## src/rtl/bitwise_unit_pipe.sv

```systemverilog
// -----------------------------------------------------------------------------
// bitwise_unit_pipe
//   Registered, handshaked bitwise logic unit. Each accepted beat computes one
//   of eight bitwise operations on a and either b or the accumulator (chain
//   mode). The result is pushed into a DEPTH-entry output FIFO that absorbs
//   downstream backpressure. zr/ng status flags describe the FIFO head.
//
// Parameters
//   WIDTH : operand/result width in bits (>=1)
//   DEPTH : output FIFO entries (power of two, >=2)
//
// Ports
//   clk       : system clock, all state on the rising edge
//   rst_n     : asynchronous active-low reset
//   in_valid  : operand beat presented
//   in_ready  : unit can accept a beat this cycle (combinational on out_ready)
//   a, b      : operands (b ignored when chain=1)
//   op        : operation select
//   chain     : use the accumulator as operand b
//   out_valid : FIFO head valid
//   out_ready : consumer takes the head this cycle
//   out       : result at FIFO head (0 when empty)
//   zr, ng    : head == 0, head MSB
//   count     : current FIFO occupancy
// -----------------------------------------------------------------------------
module bitwise_unit_pipe #(
   parameter int WIDTH = 16,
   parameter int DEPTH = 2
) (
   input  logic                     clk,
   input  logic                     rst_n,
   input  logic                     in_valid,
   output logic                     in_ready,
   input  logic [WIDTH-1:0]         a,
   input  logic [WIDTH-1:0]         b,
   input  logic [2:0]               op,
   input  logic                     chain,
   output logic                     out_valid,
   input  logic                     out_ready,
   output logic [WIDTH-1:0]         out,
   output logic                     zr,
   output logic                     ng,
   output logic [$clog2(DEPTH):0]   count
);

   localparam int AW = $clog2(DEPTH);
   localparam int CW = AW + 1;
   localparam logic [CW-1:0] FULL_C = CW'(DEPTH);

   logic [WIDTH-1:0] r_mem [DEPTH];
   logic [WIDTH-1:0] r_acc;
   logic [AW-1:0]    r_wptr;
   logic [AW-1:0]    r_rptr;
   logic [CW-1:0]    r_count;

   logic             w_push;
   logic             w_pop;
   logic [WIDTH-1:0] w_bo;
   logic [WIDTH-1:0] w_res;
   logic [WIDTH-1:0] w_head;

   function automatic logic [WIDTH-1:0] f_logic(input logic [2:0]       sel,
                                                input logic [WIDTH-1:0] x,
                                                input logic [WIDTH-1:0] y);
      logic [WIDTH-1:0] r;
      r = '0;
      unique case (sel)
         3'b000:  r = x & y;
         3'b001:  r = x | y;
         3'b010:  r = x ^ y;
         3'b011:  r = ~(x & y);
         3'b100:  r = ~(x | y);
         3'b101:  r = ~(x ^ y);
         3'b110:  r = ~x;
         default: r = x;
      endcase
      return r;
   endfunction

   assign w_bo  = chain ? r_acc : b;
   assign w_res = f_logic(op, a, w_bo);

   // A full FIFO can still accept when the head leaves on the same edge.
   assign out_valid = (r_count != '0);
   assign in_ready  = (r_count < FULL_C) || out_ready;
   assign w_push    = in_valid && in_ready;
   assign w_pop     = out_valid && out_ready;

   // Head is masked to zero when empty so stale storage never leaks out.
   assign w_head = r_mem[r_rptr];
   assign out    = out_valid ? w_head : '0;
   assign zr     = (out == '0);
   assign ng     = out[WIDTH-1];
   assign count  = r_count;

   // Control state: pointers, occupancy, accumulator
   always_ff @(posedge clk or negedge rst_n) begin
      if (!rst_n) begin
         r_wptr  <= '0;
         r_rptr  <= '0;
         r_count <= '0;
         r_acc   <= '0;
      end else begin
         if (w_push) begin
            r_wptr <= r_wptr + AW'(1);
            r_acc  <= w_res;
         end
         if (w_pop) begin
            r_rptr <= r_rptr + AW'(1);
         end
         unique case ({w_push, w_pop})
            2'b10:   r_count <= r_count + CW'(1);
            2'b01:   r_count <= r_count - CW'(1);
            default: r_count <= r_count;
         endcase
      end
   end

   // FIFO storage: data only, written at the tail on accept
   always_ff @(posedge clk) begin
      if (w_push) begin
         r_mem[r_wptr] <= w_res;
      end
   end

endmodule
```

## config.mk

```make
export PLATFORM = sky130hd
export DESIGN_NAME = bitwise_unit_pipe
export DESIGN_NICKNAME = d
export VERILOG_FILES = /design/src/rtl/bitwise_unit_pipe.sv
export SDC_FILE = /design/constraint.sdc
export NUM_CORES = 1
export LEC_CHECK = 0
export CAP_MARGIN = 20
export CORE_MARGIN = 8
export CORE_UTILIZATION = 40
export CTS_CLUSTER_SIZE = 20
export DETAILED_ROUTE_END_ITERATION = 7
export DONT_BUFFER_PORTS = 1
export PLACE_DENSITY = 0.6
export SLEW_MARGIN = 20
export SYNTH_ARGS = -nofsm -noshare
export SYNTH_HDL_FRONTEND = slang
export SYNTH_SLANG_ARGS = --single-unit
```

## constraint.sdc

```tcl
create_clock -name clk -period 6.15 [get_ports clk]
set_input_delay 0.9225 -clock clk [delete_from_list [all_inputs] [get_ports clk]]
set_output_delay 0.9225 -clock clk [all_outputs]
set_load 0.01 [all_outputs]
```

# [Word-level counts from Yosys, hierarchy flattened]
# Memories as Yosys holds them, arrays and structs flattened.
# Index checks and enable logic that the tools add are counted.
[totals] reg_bits=20 latchBits=0 mem_bits_rw=32 mem_bits_ro=0 inputBits=40 output_inout_bits=22 elab_cells=38 memories=1
[mem_list] memory="r_mem" depth=2 word_bits=16 rd=1 rd_clocked_by_memory_dff=0 write_ports=1 line_no="50" rtl="logic [WIDTH-1:0] r_mem [DEPTH];"
[op_classes] n_addsub=4 mul=0 div_mod_pow=0 magnitude_cmp=1 eq_ne=8 shifts=0 n_mux=6 bitwise=7 n_reduce_logical=7
[op_table] operator="$pmux 16 s7" count=1
[op_table] operator="$not 16->16" count=4
[op_table] operator="$mux 16" count=2
[op_table] operator="$and 16x16->16" count=1
[op_table] operator="$logic_not 16->1" count=1
[op_table] operator="$or 16x16->16" count=1
[op_table] operator="$xor 16x16->16" count=1
[op_table] operator="$eq 3x3->1 const B" count=3
[op_table] operator="$eq 3x2->1 const B" count=2
[op_table] operator="$pmux 2 s2" count=1
[op_table] operator="$reduce_bool 2->1" count=2
[op_table] operator="$eq 3x1->1 const B" count=1
[op_table] operator="$logic_not 3->1" count=1
[op_table] operator="$add 1x1->1 const B" count=2
[op_table] operator="$add 2x1->2 const B" count=1
[op_table] operator="$eq 2x1->1 const B" count=1
[op_table] operator="$eq 2x2->1 const B" count=1
[op_table] operator="$logic_and 1x1->1" count=2
[op_table] operator="$lt 2x2->1 const B" count=1
[op_table] operator="$mux 1" count=2
[op_table] operator="$sub 2x1->2 const B" count=1
[op_table] operator="$logic_or 1x1->1" count=1

# [Longest topological paths before layout]
# Gate-level depths: netlist of run 1.
[depth] word_depth=5 mapped_depth=10 mapped_depth_nobuf=8

# [Worst setup path before layout of run 1]
# Ideal clock, no wire load.
[synth_path] kind="input to register" start="in chain" end="reg r_acc[14]" setup_time_ns=0.064 arrival_ns=2.964 required_ns=6.086 setup_slack_ns=3.121 path_stages=9 path_buffers=2 cell_sequence="clkbuf_1 buf_2 mux2i_1 inv_1 ha_1 or3_1 a222oi_1 a311o_2 mux2_2"
[synth_between] elab_chain_len=4 word_cells_on_any_way=8 cone_classes="mux (2); bitwise (6)"
[synth_rtl] item="from (decl)" line_no="37" rtl="input logic chain,"
[synth_rtl] item="$mux 16 *" line_no="80" rtl="assign w_bo = chain ? r_acc : b;"
[synth_rtl] item="$xor 16x16->16, or another cell as far along" line_no="70, 73"
[synth_rtl] item="$not 16->16 (on tied branches)" line_no="73, 71, 72"
[synth_rtl] item="$pmux 16 s7 *" line_no="67" rtl="unique case (sel)"
[synth_rtl] item="named net w_res[14]" line_no="59" rtl="logic [WIDTH-1:0] w_res;"
[synth_rtl] item="to (signal assigned)" line_no="106" rtl="r_acc <= w_res;"
[synth_rtl] item="to (decl)" line_no="51" rtl="logic [WIDTH-1:0] r_acc;"
# The timed path passes the listed nets; every way through them passes the cells marked *.
# A chain may end at the register's enable or synchronous reset.

# [Final worst setup path of run 1]
[layout_path] start="reg r_rptr" end="out zr"
[layout_between] elab_chain_len=3
[layout_rtl] item="from (decl)" line_no="53" rtl="logic [AW-1:0] r_rptr;"
[layout_rtl] item="from (signal assigned)" line_no="109" rtl="r_rptr <= r_rptr + AW'(1);"
[layout_rtl] item="$mem_v2 2x16"
[layout_rtl] item="$mux 16" line_no="91" rtl="assign out = out_valid ? w_head : '0;"
[layout_rtl] item="named net out[14]" line_no="40" rtl="output logic [WIDTH-1:0] out,"
[layout_rtl] item="$logic_not 16->1" line_no="92" rtl="assign zr = (out == '0);"
[layout_rtl] item="to (decl)" line_no="41" rtl="output logic zr,"
# The timed path passes the listed nets, and every way through them passes these cells.

==> results of run 1 <==
[final cells by class]
cell class	count	share of cell area, %
repair buffers	1	0.186
flip-flops and latches	52	36.2
multi-input cells	305	53.7
inverters	41	3.81
well taps	133	4.12
clock inverters	3	0.341
clock buffers	5	1.70
[worst paths after layout]
| check | start | endpoint | cells after the start |
|---|---|---|---|
| max in group asynchronous | rst_n | count[1] | 0 |
| max reg2reg | count[1] | count[1] | 6 |
| min | rst_n | r_acc[12] | 0 |
| max | r_rptr | zr | 4 |
| min reg2reg | r_wptr | r_wptr | 1 |
| min in group clk | r_wptr | r_wptr | 1 |
[sequential cells by signal, indices dropped and copies added, names as in the netlist]
name / cells
r_wptr: 1
r_rptr: 1
r_acc: 16
r_mem: 32
count: 2
[metrics by stage]
stage                     std cells  area [sq um]
after global routing            540          4040
after CTS                       540          4040
after global placement          532          3960
after detailed placement        532          3960
final                           540          4040
after floorplan                 426          3960
[critical path, stage by stage (launching register included)]
cell and delay [ns]:
dfrtp_1 0.92, mux2i_1 0.26, nor2_1 0.12, nor4_1 0.32, and4_1 0.28
[layer usage]
layer  global-route usage [%]  vias up  part of all wire, %
met3                     4.43       11                  9.2
met1                     17.2     1404                   43
met5                        0        -                    0
met2                     22.2       91                   46
li1                         -     1466                    -
met4                     4.73        0                  1.6
[Yosys cell counts, drive strengths merged, types with 3 or more instances]
cell | n | share of area [%]
nor2 | 54 | 5.4
inv | 41 | 3.9
ha | 33 | 10
mux2i | 33 | 8.3
edfxtp | 32 | 24
a21oi | 26 | 3.3
nand2 | 25 | 2.4
buf | 24 | 4.0
o21ai | 22 | 2.8
dfrtp | 20 | 13
mux2 | 11 | 3.1
o211ai | 11 | 2.1
nand2b | 10 | 1.6
xnor2 | 6 | 1.3
xor2 | 6 | 1.3
nand3 | 5 | 0.63
nor2b | 5 | 0.79
nor3 | 5 | 0.63
o221ai | 5 | 1.1
o22ai | 5 | 0.79
a211oi | 4 | 0.76
a31oi | 4 | 0.63
clkbuf | 4 | 0.38
nor4 | 4 | 0.79
a311o | 3 | 0.79
nor3b | 3 | 0.57
o31ai | 3 | 0.57
o32ai | 3 | 0.66
[report_power, final]
group          switching [mW]  internal (mW)
clock network           0.102         0.0773
logic                   0.308          0.211
registers              0.0819          0.489
total                   0.491          0.778
[cell families (layout without fill, tap and decap cells)]
family | after synthesis | after routing | share of synthesized area (%)
AOI/OAI and AO/OA | 96 | 96 | 15.9
xor gates and xnor gates | 12 | 12 | 2.66
adders and majority gates | 33 | 33 | 10.4
buffers and inverters | 69 | 50 | 8.25
DFF | 52 | 52 | 36.9
muxes | 44 | 44 | 11.5
and+or+nand+nor | 120 | 120 | 14.3
==> impl_metrics.ini, run 1 <==
[outcome]
outcome = complete, no violations

[job]
drv_cap = 0

[clocking]
cts_hold_buf = 0
cts_buffers = 5
cts_tree = built
cts_max_path_buffers = 2
cts-root-buf = clkbuf_8
cts_resized = 0
clock_sinks = 52
post-cts-setup-buffers = 0
clk_latency_ns = 0.30
cts_max_level = 2
cts.clk_slew.worst_paths_ns = 0.09

[timing]
finClkSkew_ns = 0.00597
grt_setup_unrepaired = no
setup_viol = 0
max-slew-margin-rel_pct = 39.7
fmax_mhz = 319
fin_tns_setup_ns = 0
finalCritPeriodShare_pct = 51.0
max_slew.worst_pin.slew_ns = 0.903
fin_ws_ns = 3.01
holdWs_ns = 0.305
period_minus_slack_ns = 3.14
final_max_slew_viol_count = 0
hold_viol = 0

[grt]
grt_util_all_layers_pct = 13.9
grt_overflow_total = 0
grt_pass1_vias = 2933
grt_pass1_wl_mm = 14.8
grt_max_degree = 84
antenna_found_initial = 0

[logic_synthesis]
syn_nets = 499
synth_edf_count = 32
synth_cells = 426
synth-seq-cells = 52
synth_ff_type = edfxtp_1
async_flop_share_pct = 38.5
yosysSeqAreaShare_pct = 36.9
syn_area_per_cell_sq_um = 9.29
yosysWarnings = 0
netlist_area_sq_mm = 0.00396
ys_types = 51

[placement]
hpwl_mm = 7.15
gp_congestion = 0.796
portBuffers = 0
post-place-ws_ns = 3.34

[floorplan]
die-area_sq_mm = 0.0133
rows = 36
initial_core_util_pct = 40.9
pin_count = 62
fp.dieH_microns = 115
fp.dieW_microns = 115
core_sq_mm = 0.00968

[drt]
dr.pass1.iters = 5
wire_per_inst_microns = 17.1
wl_mm = 9.24
postRouteAntennaNets = 0
num_vias = 2972
drt_iter0_markers = 234
drc_errors = 0
viasPerCell = 5.50

[finish]
area_growth_pct = 2.12
diodes = 0
postLayoutCoreUtil_pct = 41.7
layout_commonest_cell = nor2_1
fillers = 952
regArea_sq_mm = 0.00146
multi_input_area_sq_mm = 0.00217
most-common-layout-cells = nor2_1 (52), inv_1 (38), mux2i_1 (33), ha_1 (33), edfxtp_1 (32)
nNetsFinal = 479
drive_gt1_share_pct = 6.63

[worst_setup_path]
cp-start-kind = flip-flop
r2r_setup_slack_ns = 3.95
crit_fanout = 19
required_ns = 5.23
critPathArrivalTime_ns = 2.21
path_class = flip-flop to output pin
end_kind = output pin

[power_and_ir_drop]
peakVddDrop_uv = 150
finalPower_mw = 1.27
p_leak_nw = 1.70
power_density_mw_per_mm2 = 314

[hold_path]
min_path_type = input port to asynchronous set/reset pin
No activity file was read; power rests on OpenSTA's default activity.
==> run 2: changes to the inputs <==
--- a/config.mk
+++ b/config.mk
@@ -11,7 +11,7 @@
 export CTS_CLUSTER_SIZE = 20
 export DETAILED_ROUTE_END_ITERATION = 7
 export DONT_BUFFER_PORTS = 1
-export PLACE_DENSITY = 0.6
+export PLACE_DENSITY = 0.62
 export SLEW_MARGIN = 20
 export SYNTH_ARGS = -nofsm -noshare
 export SYNTH_HDL_FRONTEND = slang
==> constraint.sdc (replaced) <==
create_clock -name clk -period 2.8 [get_ports clk]
set_input_delay 0.42 -clock clk [delete_from_list [all_inputs] [get_ports clk]]
set_output_delay 0.42 -clock clk [all_outputs]
set_load 0.01 [all_outputs]
==> impl_metrics.ini, run 2 (synthesis gave the netlist of run 1 again) <==
[worst_setup_path]
rr_startpoint = r_acc[14]
crit_fanout = 13
regToRegEndpoint = r_acc[14]
required_ns = 2.38
cp-start-kind = flip-flop
path_class = flip-flop to output pin
r2r_setup_slack_ns = 0.79
critPathArrivalTime_ns = 2.10
end_kind = output pin
rr_worst_depth = 7

[placement]
hpwl_mm = 6.96
portBuffers = 0
place_inst = 535
gp_congestion = 0.855

[hold_path]
min_path_type = input port to flip-flop
hold_depth = 1
min_to = r_mem[1][3]
worstHoldStart = op[2]

[floorplan]
initial_core_util_pct = 40.9
fp.dieW_microns = 115
pin_count = 62
core_sq_mm = 0.00968
die-area_sq_mm = 0.0133
fp.dieH_microns = 115
rows = 36

[clocking]
post-cts-setup-buffers = 0
clock_sinks = 52
cts_resized = 0
cts.clk_slew.worst_paths_ns = 0.09
cts-root-buf = clkbuf_8
cts_hold_buf = 1
cts_buffers = 5
cts_max_level = 2
clk_latency_ns = 0.30
cts_tree = built
cts_max_path_buffers = 2

[outcome]
outcome = complete, no violations

[timing]
finalCritPeriodShare_pct = 90.1
setup_viol = 0
period_minus_slack_ns = 2.52
finClkSkew_ns = 0.00869
fin_tns_setup_ns = 0
final_max_slew_viol_count = 0
max-slew-margin-rel_pct = 34.6
max_slew.worst_pin.slew_ns = 0.977
grt_setup_unrepaired = no
fmax_mhz = 396
hold_viol = 0

[finish]
most-common-layout-cells = nor2_1 (52), inv_1 (38), mux2i_1 (33), ha_1 (33), edfxtp_1 (32)
regMostFlops = r_mem
drive_gt1_share_pct = 7.30
diodes = 0
layout_commonest_cell = nor2_1
final-instance-count-excl-fill = 544
area_growth_pct = 4.20
largest_reg_flops = 32
nNetsFinal = 483

[drt]
wl_met1_mm = 3.90
wl_mm = 9.01
routed-wl-met2_mm = 4.28
viasPerCell = 5.38
routed.top_layer = met4
postRouteAntennaNets = 0
drc_errors = 0
wl_met3_microns = 795
wire_per_inst_microns = 16.6
num_vias = 2929
dr.pass1.iters = 4
drt_iter0_markers = 206

[job]
drv_cap = 0

[grt]
antenna_found_initial = 0
grt_overflow_total = 0
grt_util_all_layers_pct = 13.7
grt_pass1_wl_mm = 14.7
grt_max_degree = 84
grt_pass1_vias = 2813

[power_and_ir_drop]
peakVddDrop_uv = 344
power_density_mw_per_mm2 = 729
p_leak_nw = 1.74
==> run 2: power breakdown <==
part	total (mW)	internal, mW	leakage, nW	switching (mW)
clock	0.592	0.357	0.0654	0.235
combinational	1.18	0.482	1.14	0.698
sequential	1.23	1.07	0.532	0.160
total	3.01	1.91	1.74	1.09
==> run 2: how the worst max path moves through the flow <==
stage / slack [ns] / depth (start not counted) / endpoint / start
floorplan: 0.27 / 9 / r_acc[14] / chain
global placement: 0.63 / 5 / zr / r_rptr
detailed placement: 0.59 / 5 / zr / r_rptr
CTS: 0.24 / 5 / zr / r_rptr
global route: 0.03 / 5 / zr / r_rptr
finish: 0.28 / 5 / zr / r_rptr
==> run 2: layer usage <==
| layer | vias to the layer above | GRT usage, % |
|---|---|---|
| met1 | 1378 | 17.4 |
| met2 | 72 | 22.3 |
| met5 | - | 0 |
| li1 | 1477 | - |
| met3 | 2 | 3.80 |
| met4 | 0 | 3.85 |
==> run 2: layout make-up <==
type	count	area, sq um
multi-input combinational	305	2170
fill	954	5560
timing repair buffer	5	40.0
clock buffer	6	72.6
sequential	52	1460
clock inverter	2	60.1
tap	133	166
inverter	41	154
==> run 2: through the flow <==
step           area (sq um)  hold WS [ns]  setup slack, ns  power (mW)  util, %
6_report               4120         0.365            0.277        3.01     42.6
5_1_grt                4120         0.351           0.0321        3.23     42.6
4_1_cts                4120         0.349            0.241        3.03     42.6
3_5_place_dp           3980         0.125            0.585        2.43     41.1
3_3_place_gp           3980         0.125            0.626        2.39     41.1
2_1_floorplan          3960         0.124            0.274        2.21        -
==> run 2: critical path, stage by stage, from the launching register on <==
cell and delay (ns):
dfrtp_1 0.75, buf_4 0.28, mux2i_1 0.21, nor2_1 0.12
nor3_1 0.19, and4_1 0.26
==> run 3: changes to the inputs <==
--- a/config.mk
+++ b/config.mk
@@ -5,13 +5,15 @@
 export SDC_FILE = /design/constraint.sdc
 export NUM_CORES = 1
 export LEC_CHECK = 0
+export ABC_AREA = 1
 export CAP_MARGIN = 20
 export CORE_MARGIN = 8
-export CORE_UTILIZATION = 40
+export CORE_UTILIZATION = 60
+export CTS_BUF_LIST = sky130_fd_sc_hd__clkbuf_8
 export CTS_CLUSTER_SIZE = 20
 export DETAILED_ROUTE_END_ITERATION = 7
 export DONT_BUFFER_PORTS = 1
-export PLACE_DENSITY = 0.62
+export PLACE_DENSITY = 0.85
 export SLEW_MARGIN = 20
 export SYNTH_ARGS = -nofsm -noshare
 export SYNTH_HDL_FRONTEND = slang
==> impl_metrics.ini, run 3 <==
[power_and_ir_drop]
p_seq_share_pct = 40.1
comb_power_share_pct = 44.2
peakVddDrop_uv = 272
power_density_mw_per_mm2 = 635
p_clk_share_pct = 15.7
power_switching_mw = 1.25
swShare_pct = 42.5
p_leak_nw = 2.58
p_int_mw = 1.69

[floorplan]
fp.dieW_microns = 102
die-area_sq_mm = 0.0105
pin_count = 62
initial_core_util_pct = 61.7
core_sq_mm = 0.00725
rows = 31
fp.dieH_microns = 102

[clocking]
cts_tree = built
cts_resized = 0
clock_sinks = 52
cts_max_path_buffers = 2
cts.clk_slew.worst_paths_ns = 0.11
cts_buffers = 5
clk_latency_ns = 0.31
cts_max_level = 2
cts-root-buf = clkbuf_8

[worst_setup_path]
critPathLaunch = r_rptr
r2r_setup_slack_ns = 0.95
regToRegEndpoint = r_mem[1][3]
required_ns = 2.38
path_class = flip-flop to output pin
rr_worst_depth = 9
rr_startpoint = r_acc[3]
cp.depth = 7
end_kind = output pin
critPathMaxStageDelay_ns = 0.69
cpLargestDelayFamily = simple AND/OR/NAND/NOR gates
slowest_stage = dfrtp_1
critPathArrivalTime_ns = 2.12
crit_fanout = 23
path_buf_inv = 1
cp-start-kind = flip-flop
critical_path.cell_chain = inv_1 > or2_2 > nand3_1 > nand2_1 > nor2_1 > nand2_1 > nor2_1

[logic_synthesis]
syn_area_per_cell_sq_um = 6.73
synth-seq-cells = 52
yosysTopAreaCellShare_pct = 21.5
netlist_area_sq_mm = 0.00447
yosysSeqAreaShare_pct = 32.7
synthTopCellsByArea = edfxtp_1 (21%), nand2_1 (15%), dfrtp_1 (11%)
synth_area_leader_cell = edfxtp_1
yosysWarnings = 0
synth_cells = 665
yosysMostFrequentCell = nand2_1
ys_types = 24
synth_ff_type = edfxtp_1
syn_nets = 738
synth_edf_count = 32
yosys-top-cells-count = nand2_1 (179), inv_1 (124), nand3_1 (95), nor2_1 (42)
async_flop_share_pct = 38.5

[finish]
diodes = 0
most-common-layout-cells = nand2_1 (179), inv_1 (124), nand3_1 (95)
drive_gt1_share_pct = 8.15
largest_reg_flops = 32
area_growth_pct = 3.55
fillers = 670
nNetsFinal = 722
layout_commonest_cell = nand2_1
regMostFlops = r_mem
final-instance-count-excl-fill = 749

[placement]
portBuffers = 0
place_inst = 739
hpwl_mm = 7.92
gp_congestion = 0.847

[grt]
grt_pass1_wl_mm = 18.1
grt_overflow_total = 0
grt_max_degree = 52
grt_pass1_vias = 3986
antenna_found_initial = 0
grt_util_all_layers_pct = 21.8

[hold_path]
min_to = r_acc[4]
hold_depth = 4
worstHoldStart = a[4]
min_path_type = input port to flip-flop

[timing]
max_slew.worst_pin.slew_ns = 0.594
finalCritPeriodShare_pct = 90.8
grt_setup_unrepaired = no
fin_tns_setup_ns = 0
final_max_slew_viol_count = 0
period_minus_slack_ns = 2.54
max-slew-margin-rel_pct = 60.3
fmax_mhz = 394
holdWs_ns = 0.380
finClkSkew_ns = 0.0198
hold_viol = 0
setup_viol = 0

[drt]
num_vias = 4071
viasPerCell = 5.44
postRouteAntennaNets = 0
drt_iter0_markers = 426
wl_mm = 10.9
drc_errors = 0
wire_per_inst_microns = 14.6
dr.pass1.iters = 4

[job]
drv_cap = 0

[outcome]
outcome = complete, no violations
[run 3: cell count changes after synthesis, moves of 11 or more]
cell	change
nand4_1	+31
mux2i_1	-33
a21oi_1	-24
inv_1	+86
or2_2	+27
a21boi_1	+12
o211ai_1	-11
nand2_1	+154
nand3_1	+90
[run 3: how the worst max path moves through the flow]
stage | to | slack, ns
after global placement | zr | 0.69
after global routing | zr | 0.03
after detailed placement | zr | 0.57
final | zr | 0.26
after CTS | zr | 0.23
after floorplan | r_mem[0][0] | 0.69
[run 3: per-layer routing]
| layer | up-vias | share of wire (%) | track usage, % |
|---|---|---|---|
| li1 | 2055 | - | - |
| met1 | 1851 | 42 | 25.5 |
| met2 | 144 | 49 | 37.9 |
| met3 | 21 | 7.7 | 4.50 |
| met4 | 0 | 1.8 | 8.58 |
| met5 | - | 0 | 0 |
[run 3: stage by stage]
step                      worst slack, ns  instance area, sq um  util, %  power (mW)
after CTS                           0.230                  4630     63.9        2.96
after floorplan                     0.689                  4470        -        2.25
after global routing               0.0297                  4630     63.9        3.21
after detailed placement            0.573                  4510     62.1        2.50
after global placement              0.694                  4510     62.1        2.42
final                               0.259                  4630     63.9        2.94
[run 3: final cells by class]
cell class | count | area (sq um) | share of cell area, %
clock inverters | 3 | 27.5 | 0.594
flip-flops and latches | 52 | 1460 | 31.5
inverters | 126 | 473 | 10.2
clock buffers | 5 | 68.8 | 1.49
repair buffers | 15 | 128 | 2.75
multi-input cells | 449 | 2350 | 50.7
well taps | 99 | 124 | 2.67
[run 3: what timing repair did]
action                     in CTS  in global routing
hold buffers                    2                  0
buffers inserted                0                  0
hold endpoints to repair       20                  0
setup endpoints to repair       0                  0
[run 3: power by group through the flow]
stage	combinational [mW]	sequential, mW	clock (mW)
after global placement	1.23	1.19	0
after CTS	1.31	1.18	0.467
after global routing	1.51	1.21	0.495
final	1.30	1.18	0.461
after floorplan	1.10	1.15	0
after detailed placement	1.30	1.20	0
[run 3: kinds of logic after synthesis]
group                      synth area share, %
AOI/OAI and AO/OA                         4.64
xor gates and xnor gates                 0.587
adders and majority gates                 9.23
buffers and inverters                     14.8
DFF                                       32.7
and+or+nand+nor                           38.1
[run 3: worst min-delay path: stages]
cell and delay [ns]:
inv_1 0.04, nand2_1 0.07, nand3_1 0.07, nand2_1 0.05
